## src/rtl/universal_ff_bank_if.sv

```systemverilog
// Signal bundle for universal_ff_bank: mode/operand inputs and bank state outputs.
// Carries no timing of its own; the bank registers every output.
// No flow control: the bank accepts a new operand set every cycle.
interface universal_ff_bank_if #(
  parameter int WIDTH = 8,
  parameter int CNT_W = 8
);

  // Control and operands, driven by the user of the bank
  logic             mode_wr;
  logic [1:0]       mode_in;
  logic             en;
  logic [WIDTH-1:0] a;
  logic [WIDTH-1:0] b;
  logic             err_clr;

  // Bank state, driven by the bank
  logic [1:0]       mode;
  logic [WIDTH-1:0] q;
  logic [WIDTH-1:0] chg;
  logic             sr_err;
  logic [CNT_W-1:0] err_cnt;

  modport master (
    output mode_wr, mode_in, en, a, b, err_clr,
    input  mode, q, chg, sr_err, err_cnt
  );

  modport slave (
    input  mode_wr, mode_in, en, a, b, err_clr,
    output mode, q, chg, sr_err, err_cnt
  );

endinterface

```

## src/rtl/universal_ff_bank.sv

```systemverilog
// WIDTH-bit D-storage bank emulating D/SR/JK/T flip-flops per a run-time mode.
// Latency: 1 cycle from operands (or mode write) to q, chg, sr_err and err_cnt.
// Backpressure: none; every cycle's inputs are consumed, nothing is ever stalled.
module universal_ff_bank #(
  parameter int WIDTH = 8,
  parameter int CNT_W = 8
) (
  input  logic            clk,
  input  logic            reset_n,
  universal_ff_bank_if.slave bus
);

  typedef enum logic [1:0] {
    MODE_D  = 2'b00,
    MODE_SR = 2'b01,
    MODE_JK = 2'b10,
    MODE_T  = 2'b11
  } mode_e;

  localparam logic [CNT_W-1:0] CNT_MAX = '1;
  localparam logic [CNT_W-1:0] CNT_ONE = CNT_W'(1);

  // Architectural state
  mode_e            mode_r;
  logic [WIDTH-1:0] q_r;
  logic [WIDTH-1:0] chg_r;
  logic             sr_err_r;
  logic [CNT_W-1:0] err_cnt_r;

  // Per-mode candidate next states, each computed from the current q
  logic [WIDTH-1:0] d_nxt;
  logic [WIDTH-1:0] sr_nxt;
  logic [WIDTH-1:0] jk_nxt;
  logic [WIDTH-1:0] t_nxt;

  // Selected next state and error bookkeeping
  logic [WIDTH-1:0] q_nxt;
  logic [WIDTH-1:0] sr_bad_bits;
  logic             illegal_evt;
  logic [CNT_W-1:0] cnt_sat_inc;
  logic             sr_err_nxt;
  logic [CNT_W-1:0] err_cnt_nxt;

  // Candidate next states for every flip-flop flavour, bit-parallel.
  // SR with S=R=1 falls through to hold so the state never goes unknown.
  always_comb begin
    d_nxt  = bus.a;
    sr_nxt = q_r;
    jk_nxt = q_r;
    t_nxt  = q_r ^ bus.a;
    for (int i = 0; i < WIDTH; i++) begin
      unique case ({bus.a[i], bus.b[i]})
        2'b00:   sr_nxt[i] = q_r[i];
        2'b01:   sr_nxt[i] = 1'b0;
        2'b10:   sr_nxt[i] = 1'b1;
        default: sr_nxt[i] = q_r[i];
      endcase
      unique case ({bus.a[i], bus.b[i]})
        2'b00:   jk_nxt[i] = q_r[i];
        2'b01:   jk_nxt[i] = 1'b0;
        2'b10:   jk_nxt[i] = 1'b1;
        default: jk_nxt[i] = ~q_r[i];
      endcase
    end
  end

  // Next-state select: a mode write clears the bank and outranks en.
  always_comb begin
    q_nxt = q_r;
    if (bus.mode_wr) begin
      q_nxt = '0;
    end else if (bus.en) begin
      unique case (mode_r)
        MODE_D:  q_nxt = d_nxt;
        MODE_SR: q_nxt = sr_nxt;
        MODE_JK: q_nxt = jk_nxt;
        MODE_T:  q_nxt = t_nxt;
        default: q_nxt = q_r;
      endcase
    end
  end

  // Illegal-input detection: one event per cycle no matter how many bits collide.
  always_comb begin
    sr_bad_bits = bus.a & bus.b;
    illegal_evt = (mode_r == MODE_SR) && bus.en && !bus.mode_wr && (|sr_bad_bits);
    cnt_sat_inc = (err_cnt_r == CNT_MAX) ? err_cnt_r : (err_cnt_r + CNT_ONE);
  end

  // Sticky flag and saturating counter; a fresh event beats a same-cycle clear.
  always_comb begin
    sr_err_nxt  = sr_err_r;
    err_cnt_nxt = err_cnt_r;
    if (illegal_evt) begin
      sr_err_nxt  = 1'b1;
      err_cnt_nxt = bus.err_clr ? CNT_ONE : cnt_sat_inc;
    end else if (bus.err_clr) begin
      sr_err_nxt  = 1'b0;
      err_cnt_nxt = '0;
    end
  end

  // Mode register: only a mode write changes the flip-flop flavour.
  always_ff @(posedge clk or negedge reset_n) begin
    if (!reset_n) begin
      mode_r <= MODE_D;
    end else if (bus.mode_wr) begin
      mode_r <= mode_e'(bus.mode_in);
    end
  end

  // Storage bits plus the one-cycle change pulse derived from old vs new state.
  always_ff @(posedge clk or negedge reset_n) begin
    if (!reset_n) begin
      q_r   <= '0;
      chg_r <= '0;
    end else begin
      q_r   <= q_nxt;
      chg_r <= q_r ^ q_nxt;
    end
  end

  // Error reporting state.
  always_ff @(posedge clk or negedge reset_n) begin
    if (!reset_n) begin
      sr_err_r  <= 1'b0;
      err_cnt_r <= '0;
    end else begin
      sr_err_r  <= sr_err_nxt;
      err_cnt_r <= err_cnt_nxt;
    end
  end

  assign bus.mode    = mode_r;
  assign bus.q       = q_r;
  assign bus.chg     = chg_r;
  assign bus.sr_err  = sr_err_r;
  assign bus.err_cnt = err_cnt_r;

endmodule
```

## src/flat_wrapper.sv

```systemverilog
// flat-port wrapper written by rule: the top's interface ports become plain ports
module universal_ff_bank_flat 
#(
  parameter int WIDTH = 8,
  parameter int CNT_W = 8
)
  (clk, reset_n, bus_mode_wr, bus_mode_in, bus_en, bus_a, bus_b, bus_err_clr, bus_mode, bus_q, bus_chg, bus_sr_err, bus_err_cnt);
  universal_ff_bank_if #(.WIDTH(WIDTH), .CNT_W(CNT_W)) bus_i ();
  input  logic clk;
  input  logic reset_n;
  input wire logic [$bits(bus_i.mode_wr)-1:0] bus_mode_wr;
  input wire logic [$bits(bus_i.mode_in)-1:0] bus_mode_in;
  input wire logic [$bits(bus_i.en)-1:0] bus_en;
  input wire logic [$bits(bus_i.a)-1:0] bus_a;
  input wire logic [$bits(bus_i.b)-1:0] bus_b;
  input wire logic [$bits(bus_i.err_clr)-1:0] bus_err_clr;
  output wire logic [$bits(bus_i.mode)-1:0] bus_mode;
  output wire logic [$bits(bus_i.q)-1:0] bus_q;
  output wire logic [$bits(bus_i.chg)-1:0] bus_chg;
  output wire logic [$bits(bus_i.sr_err)-1:0] bus_sr_err;
  output wire logic [$bits(bus_i.err_cnt)-1:0] bus_err_cnt;
  assign bus_i.mode_wr = bus_mode_wr;
  assign bus_i.mode_in = bus_mode_in;
  assign bus_i.en = bus_en;
  assign bus_i.a = bus_a;
  assign bus_i.b = bus_b;
  assign bus_i.err_clr = bus_err_clr;
  assign bus_mode = bus_i.mode;
  assign bus_q = bus_i.q;
  assign bus_chg = bus_i.chg;
  assign bus_sr_err = bus_i.sr_err;
  assign bus_err_cnt = bus_i.err_cnt;
  universal_ff_bank #(.WIDTH(WIDTH), .CNT_W(CNT_W)) u_core (.clk(clk), .reset_n(reset_n), .bus(bus_i));
endmodule
```

## config.mk

```make
export PLATFORM = sky130hd
export DESIGN_NAME = universal_ff_bank_flat
export DESIGN_NICKNAME = d
export VERILOG_FILES = /design/src/rtl/universal_ff_bank_if.sv /design/src/rtl/universal_ff_bank.sv /design/src/flat_wrapper.sv
export SDC_FILE = /design/constraint.sdc
export NUM_CORES = 1
export LEC_CHECK = 0
export ABC_AREA = 1
export BUFFER_PORTS_ARGS = -buffer_cell sky130_fd_sc_hd__buf_2
export CORE_ASPECT_RATIO = 0.6
export CORE_MARGIN = 5
export CORE_UTILIZATION = 30
export DETAILED_ROUTE_END_ITERATION = 10
export PLACE_DENSITY = 0.48
export SLEW_MARGIN = 20
export SYNTH_ARGS = -nofsm -noshare
export SYNTH_HDL_FRONTEND = slang
export SYNTH_SLANG_ARGS = --single-unit
export TNS_END_PERCENT = 5
```

## constraint.sdc

```tcl
create_clock -name clk -period 3.7 [get_ports clk]
set_input_delay 0.555 -clock clk [delete_from_list [all_inputs] [get_ports clk]]
set_output_delay 0.555 -clock clk [all_outputs]
set_load 0.1 [all_outputs]
```

==> summary.txt, run 1 <==
Power
  • Worst vdd ir: roughly 0.16 mV
  • PwrDens: 368 nW/um^2
  • Total power: 844 uW
  • Leakage: between 0.001 and 0.0015 uW

Global route
  • Initial antenna violation count: 0
  • Largest net degree at the start of global routing: 28
  • Tot GR Track Use: roughly 13%
  • First-pass GRT wire length: 8.28 mm
  • Number of global-route vias before repair: 1,635
  • Total gr overflow: 0

Timing
  • Setup-failing EPs final: 0
  • Period Utilization, post-route: a little under three fifths
  • Slew at the pin closest to its max-slew limit: between 0.6 and 0.7 ns
  • Clock skew: 0.00303 ns
  • Setup TNS: 0 ns
  • Final Hold Viols: 0
  • Fin crit period: slightly above 2 ns
  • Final hold slack: between 0.2 and 0.3 ns
  • Max-slew violations: 0
  • RSZ-0062 raised after global routing: false
  • Slew headroom: approximately three fifths
  • Peak Freq: just under 500 MHz

Clock tree
  • Worst skew pair latency: 0.27 ns
  • Maximum clock path buffer count: 2
  • Cts hold-fix bufs: 0
  • Clk slew on worst S/H paths: approximately 0.090 ns
  • CTS tree: built
  • Post-CTS Resized: 0
  • Setup Buffers After CTS: 0
  • CTS H-tree depth: 1
  • Clock Sinks: 27
  • Num CTS Buffers: 3
  • CTS root buf: clkbuf_8

Route
  • Initial DRC count: between 60 and 70
  • TritonRoute pass-1 iters: 4
  • Wirelength per Cell: 12.8 um
  • Vias: between 1,500 and 2,000
  • Routed WL: ~5.1 mm
  • Vias per inst: approximately 4.5
  • ANT nets after route: 0
  • DRC Markers: 0

Setup path
  • R2R depth: 9
  • Crit path launch type: flip-flop
  • WP data required: 3.14 ns
  • Reg2reg start: u_core.bus.mode[1]$_DFFE_PN0P_
  • R2r endpoint: u_core.bus.chg[6]$_DFF_PN0_
  • Slowest stage cell, crit path: dfrtp_1
  • Critical path origin: u_core.bus.mode[1]$_DFFE_PN0P_
  • CP delay by family, top: flip-flops
  • Buf/Inv on CP: 1
  • Crit path DAT: ~1.5 ns
  • Worst setup path end: bus_mode[1]
  • Reg2Reg Setup Slack: around 1.9 ns
  • Critical path type: flip-flop to primary output
  • CP max FO: 11
  • Worst path depth: 1
  • Crit end category: primary output
  • Worst path max stage delay: approximately 0.7 ns
  • CP Cell Sequence: buf_2

Logic synthesis
  • Post-synthesis cell area: 1930 um^2
  • Avg Synthesized Cell Area: between 7 and 8 um^2
  • Register area share after synthesis: about a third
  • Mapped Nets: roughly 310
  • Synthesized netlist cell count: 266
  • Total number of yosys warnings: 0
  • Number of distinct library cells after synthesis: 29
  • Register bit total from synthesis: 27

Finish
  • # nets final: about 360
  • Register Area: slightly below 700 um^2
  • Layout cells sized above 1: a little over a fifth
  • Commonest non-fill, non-tap cells in the layout: 89 x nand2_1, 49 x buf_2, 37 x inv_1
  • Area Growth Syn to Fin: 19.2%
  • # diodes: 0
  • Multi-input logic area: 1070 um^2
  • Commonest non-fill, non-tap cell in the layout: nand2_1
  • Fillers: around 700
  • Final cell count without fillers: ~400

Hold path
  • Worst hold path class: input port to async pin

Die
  • Initial Util: 31.2%
  • Total core area: a little over 6000 um^2
  • Die Y: 72.1 um
  • Number of core rows: 22
  • Die ar.: roughly 8000 um^2
  • Die width: 113 um
  • I/O pin total: 50

Placed design
  • IO Port Bufs: 49
  • Number of placed cells counting well taps: roughly 400
  • HPWL Detailed: 4.00 mm
  • GP Congestion: roughly 0.8

Job
  • Max-cap check violation count: 0

Outcome
  • Status: finished clean
## cell families after synthesis
logic type,Yosys count,share of synthesized area [%]
simple gates,142,33.2
buf+inv,45,9.36
compound gates,33,10.4
flops,27,35.1
fa+ha+maj,17,11.0
xor+xnor,2,0.910
## where the power goes
| part | internal, uW | total [uW] | switching, uW |
|---|---|---|---|
| Combinational | 66.6 | 336 | 269 |
| Sequential | 317 | 338 | 21.3 |
| Clock | 75.6 | 170 | 94.7 |
| Total | 459 | 844 | 385 |
## flip-flops by register name (all words and copies together) (netlist names)
signal,cells
u_core.bus.sr_err,1
u_core.bus.err_cnt,8
u_core.bus.q,8
u_core.bus.chg,8
u_core.bus.mode,2
## Yosys cell counts (all sizes together)
master / n / area, um^2
o2111ai: 1 / 8.76
buf: 2 / 18.8
ha: 17 / 213
nand3b: 5 / 37.5
clkbuf: 2 / 7.51
nor2: 15 / 80.1
o21bai: 1 / 7.51
o21ai: 16 / 83.8
dfrtp: 27 / 676
xor2: 1 / 8.76
inv: 41 / 154
a21oi: 5 / 25.0
o211ai: 7 / 52.6
nand4: 6 / 37.5
nand3: 21 / 105
nand2: 92 / 358
xnor2: 1 / 8.76
o31ai: 2 / 15.0
or2: 3 / 21.3
a21boi: 1 / 7.51
## cell type report
| class | count | share of cell area (%) |
|---|---|---|
| clock buffer | 3 | 1.80 |
| clock inverter | 1 | 0.218 |
| inverter | 41 | 6.70 |
| multi-input combinational | 194 | 46.6 |
| sequential | 27 | 29.4 |
| tap | 84 | 4.58 |
| timing repair buffer | 49 | 10.7 |
## per-layer routing
layer	wire length (um)	global-route usage, %	part of all wire [%]
met4	34	3.33	0.67
met1	2720	19.6	53
met2	2080	17.8	41
met3	259	3.33	5.1
met5	0	0	0
## how the worst min path moves through the flow
stage,startpoint,endpoint,slack (ns)
2_1_floorplan,reset_n,u_core.bus.chg[0]$_DFF_PN0_,0.26
3_3_place_gp,u_core.bus.sr_err$_DFFE_PN0P_,u_core.bus.sr_err$_DFFE_PN0P_,0.46
3_5_place_dp,u_core.bus.sr_err$_DFFE_PN0P_,u_core.bus.sr_err$_DFFE_PN0P_,0.47
4_1_cts,reset_n,u_core.bus.chg[4]$_DFF_PN0_,0.30
5_1_grt,reset_n,u_core.bus.chg[4]$_DFF_PN0_,0.33
6_report,reset_n,u_core.bus.chg[4]$_DFF_PN0_,0.28
## stage by stage
step,util [%],instance area [um^2],worst slack [ns]
finish,37.2,2300,1.65
floorplan,-,1930,1.50
global placement,36.5,2250,1.71
global route,37.2,2300,1.58
detailed placement,36.5,2250,1.72
CTS,37.2,2300,1.64
Note: power is estimated with default switching activity, not from simulation.
==> run 2: changes to the inputs <==
--- a/config.mk
+++ b/config.mk
@@ -11,7 +11,7 @@
 export CORE_MARGIN = 5
 export CORE_UTILIZATION = 30
 export DETAILED_ROUTE_END_ITERATION = 10
-export PLACE_DENSITY = 0.48
+export PLACE_DENSITY = 0.5
 export SLEW_MARGIN = 20
 export SYNTH_ARGS = -nofsm -noshare
 export SYNTH_HDL_FRONTEND = slang
==> constraint.sdc (replaced) <==
create_clock -name clk -period 1.8 [get_ports clk]
set_input_delay 0.27 -clock clk [delete_from_list [all_inputs] [get_ports clk]]
set_output_delay 0.27 -clock clk [all_outputs]
set_load 0.1 [all_outputs]
==> run 2 against run 1 <==
The run now ends with hold timing left. Highest routed layer unchanged. Cell count grew 1.3%. Non-clock buffer count grew 5. Sequential cell count is the same. Design area grew 2.3%. Critical path depth grew 7. Sequential share of layout area shrank 0.072 points. Via count grew 2.2%. Power grew 110%. Register-to-register slack lost 1.7 ns. Die area is the same. Global-route usage shrank 0.23 points. Worst setup slack lost 1.5 ns.
==> summary.txt, run 2 (synthesis results as in run 1) <==
Timing
  • Slew headroom: 59.3% (was 58.3%)
  • Peak Freq: a little over 600 MHz
  • Period Utilization, post-route: about nine tenths
  • Setup TNS: 0 ns (unchanged)
  • Slew at the pin closest to its max-slew limit: 0.611 ns (was 0.626 ns)
  • Clock skew: 0.00427 ns (was 0.00303 ns)
  • Final hold slack: -0.00434 ns (was 0.283 ns)
  • Final Hold Viols: 4 (was 0)
  • Setup-failing EPs final: 0 (unchanged)
  • Max-slew violations: 0 (unchanged)
  • RSZ-0062 raised after global routing: false (unchanged)
  • Fin crit period: between 1.5 and 2 ns

Finish
  • # diodes: 0 (unchanged)
  • Commonest non-fill, non-tap cells in the layout: 89 x nand2_1, 49 x buf_2, 37 x inv_1 (unchanged)
  • Layout cells sized above 1: 24.4% (was 21.0%)
  • Area Growth Syn to Fin: 22.0% (was 19.2%)
  • Fillers: 679 (was 681)
  • # nets final: 361 (was 356)
  • Final core occ: 38.1% (was 37.2%)
  • Commonest non-fill, non-tap cell in the layout: nand2_1 (unchanged)

Route
  • Vias per inst: 4.52 (was 4.48)
  • DRC Markers: 0 (unchanged)
  • TritonRoute pass-1 iters: 6 (was 4)
  • Wirelength per Cell: 12.2 um (was 12.8 um)
  • Initial DRC count: 70 (was 67)
  • ANT nets after route: 0 (unchanged)
  • Routed WL: 4.94 mm (was 5.09 mm)
  • Vias: 1,825 (was 1,786)

Outcome
  • Status: complete, but fails checks (was finished clean)
  • Failing checks: hold timing

Clock tree
  • Num CTS Buffers: 3 (unchanged)
  • CTS root buf: clkbuf_8 (unchanged)
  • Clk slew on worst S/H paths: 0.09 ns (about the same)
  • CTS H-tree depth: 1 (unchanged)
  • CTS tree: built (unchanged)
  • Clock Sinks: 27 (unchanged)
  • Maximum clock path buffer count: 2 (unchanged)
  • Worst skew pair latency: 0.27 ns (about the same)

Setup path
  • WP data required: 1.98 ns (was 3.14 ns)
  • Crit path launch type: flip-flop (unchanged)
  • Critical path type: flip-flop to flip-flop (was flip-flop to primary output)
  • CP max FO: 10 (was 11)
  • Crit path DAT: 1.81 ns (was 1.49 ns)
  • Crit end category: flip-flop (was primary output)

Die
  • Die width: 113 um (unchanged)
  • Initial Util: 31.2% (unchanged)
  • Die Y: 72.1 um (unchanged)
  • Number of core rows: 22 (unchanged)
  • I/O pin total: 50 (unchanged)
  • Total core area: 6170 um^2 (unchanged)
  • Die ar.: 8170 um^2 (unchanged)

Placed design
  • GP Congestion: 0.825 (was 0.779)
  • HPWL Detailed: 3.95 mm (was 4.00 mm)
  • IO Port Bufs: 49 (unchanged)

Global route
  • Total gr overflow: 0 (unchanged)
  • Number of global-route vias before repair: 1,720 (was 1,635)
  • Initial antenna violation count: 0 (unchanged)
  • First-pass GRT wire length: 8.34 mm (was 8.28 mm)
  • Tot GR Track Use: 12.6% (was 12.9%)
  • Largest net degree at the start of global routing: 28 (unchanged)

Hold path
  • Worst hold path class: input port to async pin (unchanged)

Job
  • Max-cap check violation count: 0 (unchanged)

Power
  • Leakage: 0.00130 uW (was 0.00129 uW)
  • PwrDens: 742 nW/um^2 (was 368 nW/um^2)
  • Worst vdd ir: 0.405 mV (was 0.164 mV)
run 2: area by class of cell:
type                       count  area (um^2)  area share, %
timing repair buffer          54          283           12.0
inverter                      41          154           6.55
tap                           84          105           4.48
clock buffer                   4         45.0           1.92
multi-input combinational    194         1070           45.7
sequential                    27          689           29.4
run 2: layer usage:
metal | up-vias | GRT usage, % | wire (um)
met5 | - | 0 | 0
met4 | 0 | 3.07 | 61
met3 | 7 | 3.75 | 322
met2 | 41 | 17.9 | 1980
met1 | 819 | 18.7 | 2580
li1 | 958 | - | -
run 2: power by group:
| group | internal (uW) | total [uW] | switching (uW) |
|---|---|---|---|
| sequential | 653 | 691 | 37.6 |
| combinational | 148 | 708 | 561 |
| clock | 159 | 343 | 185 |
| total | 959 | 1740 | 783 |
run 2: worst max-delay path, cell delays in order (launching register included):
cell and delay (ns):
dfrtp_4 0.44, ha_1 0.19, nand3_1 0.12, nor2_1 0.14, nand3_1 0.12, or2_4 0.28
nand2_4 0.11, nand2_1 0.06, o21ai_0 0.07
run 2: timing repair:
action | CTS | global route
hold buffers | 0 | 0
gates resized for setup | 0 | 1
buffers inserted | 0 | 1
setup endpoints to repair | 0 | 6
run 2: final timing paths:
check | from | endpoint | slack (ns) | cells past startpoint
max in group asynchronous | reset_n | u_core.bus.err_cnt[0]$_DFFE_PN0P_ | 1.34 | 1
min in group clk | bus_mode_in[1] | u_core.bus.mode[1]$_DFFE_PN0P_ | 0.19 | 3
worst max-delay path | u_core.bus.err_cnt[0]$_DFFE_PN0P_ | u_core.bus.err_cnt[2]$_DFFE_PN0P_ | 0.18 | 8
worst min register to register | u_core.bus.sr_err$_DFFE_PN0P_ | u_core.bus.sr_err$_DFFE_PN0P_ | 0.52 | 2
worst min-delay path | reset_n | u_core.bus.chg[4]$_DFF_PN0_ | -0.004 | 1
worst max register to register | u_core.bus.err_cnt[0]$_DFFE_PN0P_ | u_core.bus.err_cnt[2]$_DFFE_PN0P_ | 0.18 | 8
run 2: per-stage QoR:
stage	power (uW)	cell area, um^2	setup WS (ns)	cells
4_1_cts	1770	2340	0.0658	403
3_3_place_gp	1410	2290	0.0893	399
3_5_place_dp	1410	2290	0.0866	399
2_1_floorplan	1250	1940	0.0146	266
6_report	1740	2350	0.178	404
5_1_grt	1860	2350	0.0371	404
==> run 3: changes to the inputs <==
--- a/config.mk
+++ b/config.mk
@@ -6,12 +6,12 @@
 export NUM_CORES = 1
 export LEC_CHECK = 0
 export ABC_AREA = 1
-export BUFFER_PORTS_ARGS = -buffer_cell sky130_fd_sc_hd__buf_2
 export CORE_ASPECT_RATIO = 0.6
 export CORE_MARGIN = 5
 export CORE_UTILIZATION = 30
 export DETAILED_ROUTE_END_ITERATION = 10
-export PLACE_DENSITY = 0.5
+export DONT_BUFFER_PORTS = 1
+export PLACE_DENSITY = 0.42
 export SLEW_MARGIN = 20
 export SYNTH_ARGS = -nofsm -noshare
 export SYNTH_HDL_FRONTEND = slang
==> constraint.sdc (replaced) <==
create_clock -name clk -period 1.5 [get_ports clk]
set_input_delay 0.225 -clock clk [delete_from_list [all_inputs] [get_ports clk]]
set_output_delay 0.225 -clock clk [all_outputs]
set_load 0.1 [all_outputs]
==> run 3 against run 2 <==
The run now ends clean. Critical path depth unchanged. Largest cell class unchanged. Wire length is 6.5% higher. Largest power group unchanged. Critical endpoint is now u_core.bus.err_cnt[3]$_DFFE_PN0P_. Non-clock buffer count is 7 lower.
==> summary.txt, run 3 (synthesis results as in run 1) <==
Die
  • Initial Util: 31.2% (unchanged)
  • Die width: 113 um (unchanged)
  • Die ar.: 8170 um^2 (unchanged)
  • Number of core rows: 22 (unchanged)
  • I/O pin total: 50 (unchanged)
  • Die Y: 72.1 um (unchanged)
  • Total core area: 6170 um^2 (unchanged)

Finish
  • Final core occ: 42.1% (was 38.1%)
  • Layout cells sized above 1: 28.7% (was 24.4%)
  • Commonest non-fill, non-tap cells in the layout: 82 x nand2_1, 39 x buf_4, 36 x inv_1 (was 89 x nand2_1, 49 x buf_2, 37 x inv_1)
  • # nets final: 355 (was 361)
  • Area Growth Syn to Fin: 34.7% (was 22.0%)
  • # diodes: 0 (unchanged)
  • Commonest non-fill, non-tap cell in the layout: nand2_1 (unchanged)

Power
  • Worst vdd ir: 0.672 mV (was 0.405 mV)
  • Leakage: 0.00132 uW (was 0.00130 uW)
  • Total power: 2190 uW (was 1740 uW)
  • Switching share of power: 44.1% (was 44.9%)
  • Comb pwr share: 42.4% (was 40.6%)
  • Clk pwr share: 19.4% (was 19.7%)
  • Sw Pwr: 965 uW (was 783 uW)
  • P_int: 1220 uW (was 959 uW)
  • Sequential power share: 38.3% (was 39.7%)
  • PwrDens: 843 nW/um^2 (was 742 nW/um^2)

Setup path
  • Critical path type: flip-flop to flip-flop (unchanged)
  • R2R depth: 8 (unchanged)
  • R2r endpoint: u_core.bus.err_cnt[3]$_DFFE_PN0P_ (was u_core.bus.err_cnt[2]$_DFFE_PN0P_)
  • Slowest stage cell, crit path: dfrtp_4 (unchanged)
  • CP max FO: 5 (was 10)
  • Critical path origin: u_core.bus.err_cnt[0]$_DFFE_PN0P_ (unchanged)
  • Crit path DAT: 1.64 ns (was 1.81 ns)
  • Worst path max stage delay: 0.44 ns (about the same)
  • Reg2Reg Setup Slack: 0.06 ns (was 0.18 ns)
  • Crit end category: flip-flop (unchanged)
  • CP Cell Sequence: ha_4, nand3_4, nor2_4, nand3_2, or2_4, nand2_8, nand2_1, o21ai_1 (was ha_1, nand3_1, nor2_1, nand3_1, or2_4, nand2_4, nand2_1, o21ai_0)
  • WP data required: 1.71 ns (was 1.98 ns)
  • Crit path launch type: flip-flop (unchanged)
  • Reg2reg start: u_core.bus.err_cnt[0]$_DFFE_PN0P_ (unchanged)

Job
  • Max-cap check violation count: 0 (unchanged)

Global route
  • Number of global-route vias before repair: 1,679 (was 1,720)
  • Tot GR Track Use: 13.2% (was 12.6%)
  • First-pass GRT wire length: 8.65 mm (was 8.34 mm)
  • Total gr overflow: 0 (unchanged)
  • Largest net degree at the start of global routing: 28 (unchanged)
  • Initial antenna violation count: 0 (unchanged)

Clock tree
  • CTS tree: built (unchanged)
  • Clk slew on worst S/H paths: 0.10 ns (was 0.09 ns)
  • Worst skew pair latency: 0.28 ns (was 0.27 ns)
  • Num CTS Buffers: 3 (unchanged)
  • Maximum clock path buffer count: 2 (unchanged)
  • Clock Sinks: 27 (unchanged)
  • CTS root buf: clkbuf_8 (unchanged)
  • CTS H-tree depth: 1 (unchanged)

Timing
  • RSZ-0062 raised after global routing: true (was false)
  • Final hold slack: 0.0357 ns (was -0.00434 ns)
  • Clock skew: 0.00520 ns (was 0.00427 ns)
  • Final Hold Viols: 0 (was 4)
  • Period Utilization, post-route: 95.8% (was 90.1%)
  • Max-slew violations: 0 (unchanged)
  • Setup TNS: 0 ns (unchanged)
  • Fin crit period: 1.44 ns (was 1.62 ns)
  • Setup-failing EPs final: 0 (unchanged)
  • Slew at the pin closest to its max-slew limit: 0.320 ns (was 0.611 ns)
  • Peak Freq: 696 MHz (was 616 MHz)
  • Slew headroom: 78.7% (was 59.3%)

Route
  • Met1 wire length: 2.79 mm (was 2.58 mm)
  • ANT nets after route: 0 (unchanged)
  • Vias: 1,830 (was 1,825)
  • Met3 routed WL: 371 um (was 322 um)
  • Initial DRC count: 112 (was 70)
  • Wirelength per Cell: 13.2 um (was 12.2 um)
  • Routed WL: 5.26 mm (was 4.94 mm)
  • Vias per inst: 4.60 (was 4.52)
  • DRC Markers: 0 (unchanged)
  • TritonRoute pass-1 iters: 4 (was 6)
  • DR WL met2: 2.07 mm (was 1.98 mm)
  • Max Used Layer: met4 (unchanged)

Placed design
  • IO Port Bufs: 0 (was 49)
  • GP Congestion: 0.803 (was 0.825)
  • HPWL Detailed: 4.15 mm (was 3.95 mm)

Hold path
  • Hold Path Sink: u_core.bus.mode[0]$_DFFE_PN0P_
  • Worst Hold Launch: bus_mode_wr
  • Worst hold path class: input port to flip-flop (was input port to async pin)
  • Worst hold stages: 1

Outcome
  • Status: finished clean (was complete, but fails checks)
-- run 3: cell count changes in the layout (fill, tap and decap cells not counted), moves of 3 or more --
cell / change
buf_4: +34
nand3_1: -3
buf_2: -49
buf_12: +3
dfrtp_1: -3
nand2_2: +5
nand2_1: -7
buf_6: +4
-- run 3: through the flow --
| step | instances | setup slack (ns) | area [um^2] |
|---|---|---|---|
| detailed placement | 386 | -0.00767 | 2360 |
| floorplan | 266 | -0.199 | 1960 |
| CTS | 393 | 0.000467 | 2470 |
| global route | 398 | -0.0382 | 2590 |
| finish | 398 | 0.0632 | 2590 |
| global placement | 386 | -0.00971 | 2360 |
-- run 3: worst max-delay path: cells and delay by family, from the launching register on --
family	cells	cell delay [ns]
flip-flops	1	0.44
adder cells (fa/ha/maj)	1	0.15
AO/OA/AOI/OAI	1	0.08
AND/OR/NAND/NOR	6	0.70
-- run 3: final cells by class --
cell class              count  area, um^2
fillers                   668        3570
inverters                  41         164
well taps                  84         105
clock buffers               3        41.3
repair buffers             47         408
flip-flops and latches     27         696
clock inverters             1        5.00
multi-input cells         195        1170
-- run 3: worst max path at each step --
stage,slack [ns],endpoint,cells past startpoint
2_1_floorplan,-0.20,u_core.bus.err_cnt[7]$_DFFE_PN0P_,8
3_3_place_gp,-0.01,u_core.bus.err_cnt[5]$_DFFE_PN0P_,7
3_5_place_dp,-0.008,u_core.bus.err_cnt[2]$_DFFE_PN0P_,8
4_1_cts,0.0005,u_core.bus.chg[6]$_DFF_PN0_,8
5_1_grt,-0.04,u_core.bus.chg[6]$_DFF_PN0_,10
6_report,0.06,u_core.bus.err_cnt[3]$_DFFE_PN0P_,8
-- run 3: timing repair --
item | in CTS | in global routing
hold endpoints to repair | 27 | 0
setup buffers | 0 | 5
setup endpoints to repair | 5 | 19
gates resized for setup | 5 | 26
pin swaps | 3 | 5
cloned | 1 | 0
hold buffers | 2 | 0
-- run 3: power groups by stage --
stage	clock network, uW	registers (uW)	logic [uW]
detailed placement	0	848	855
floorplan	0	1250	255
global route	472	845	996
finish	424	837	926
CTS	440	833	887
global placement	0	848	856
-- run 3: per-layer routing --
metal,vias up,GRT usage [%]
met5,-,0
met4,0,2.40
met3,2,4.17
met2,40,18.0
met1,833,20.3
li1,955,-
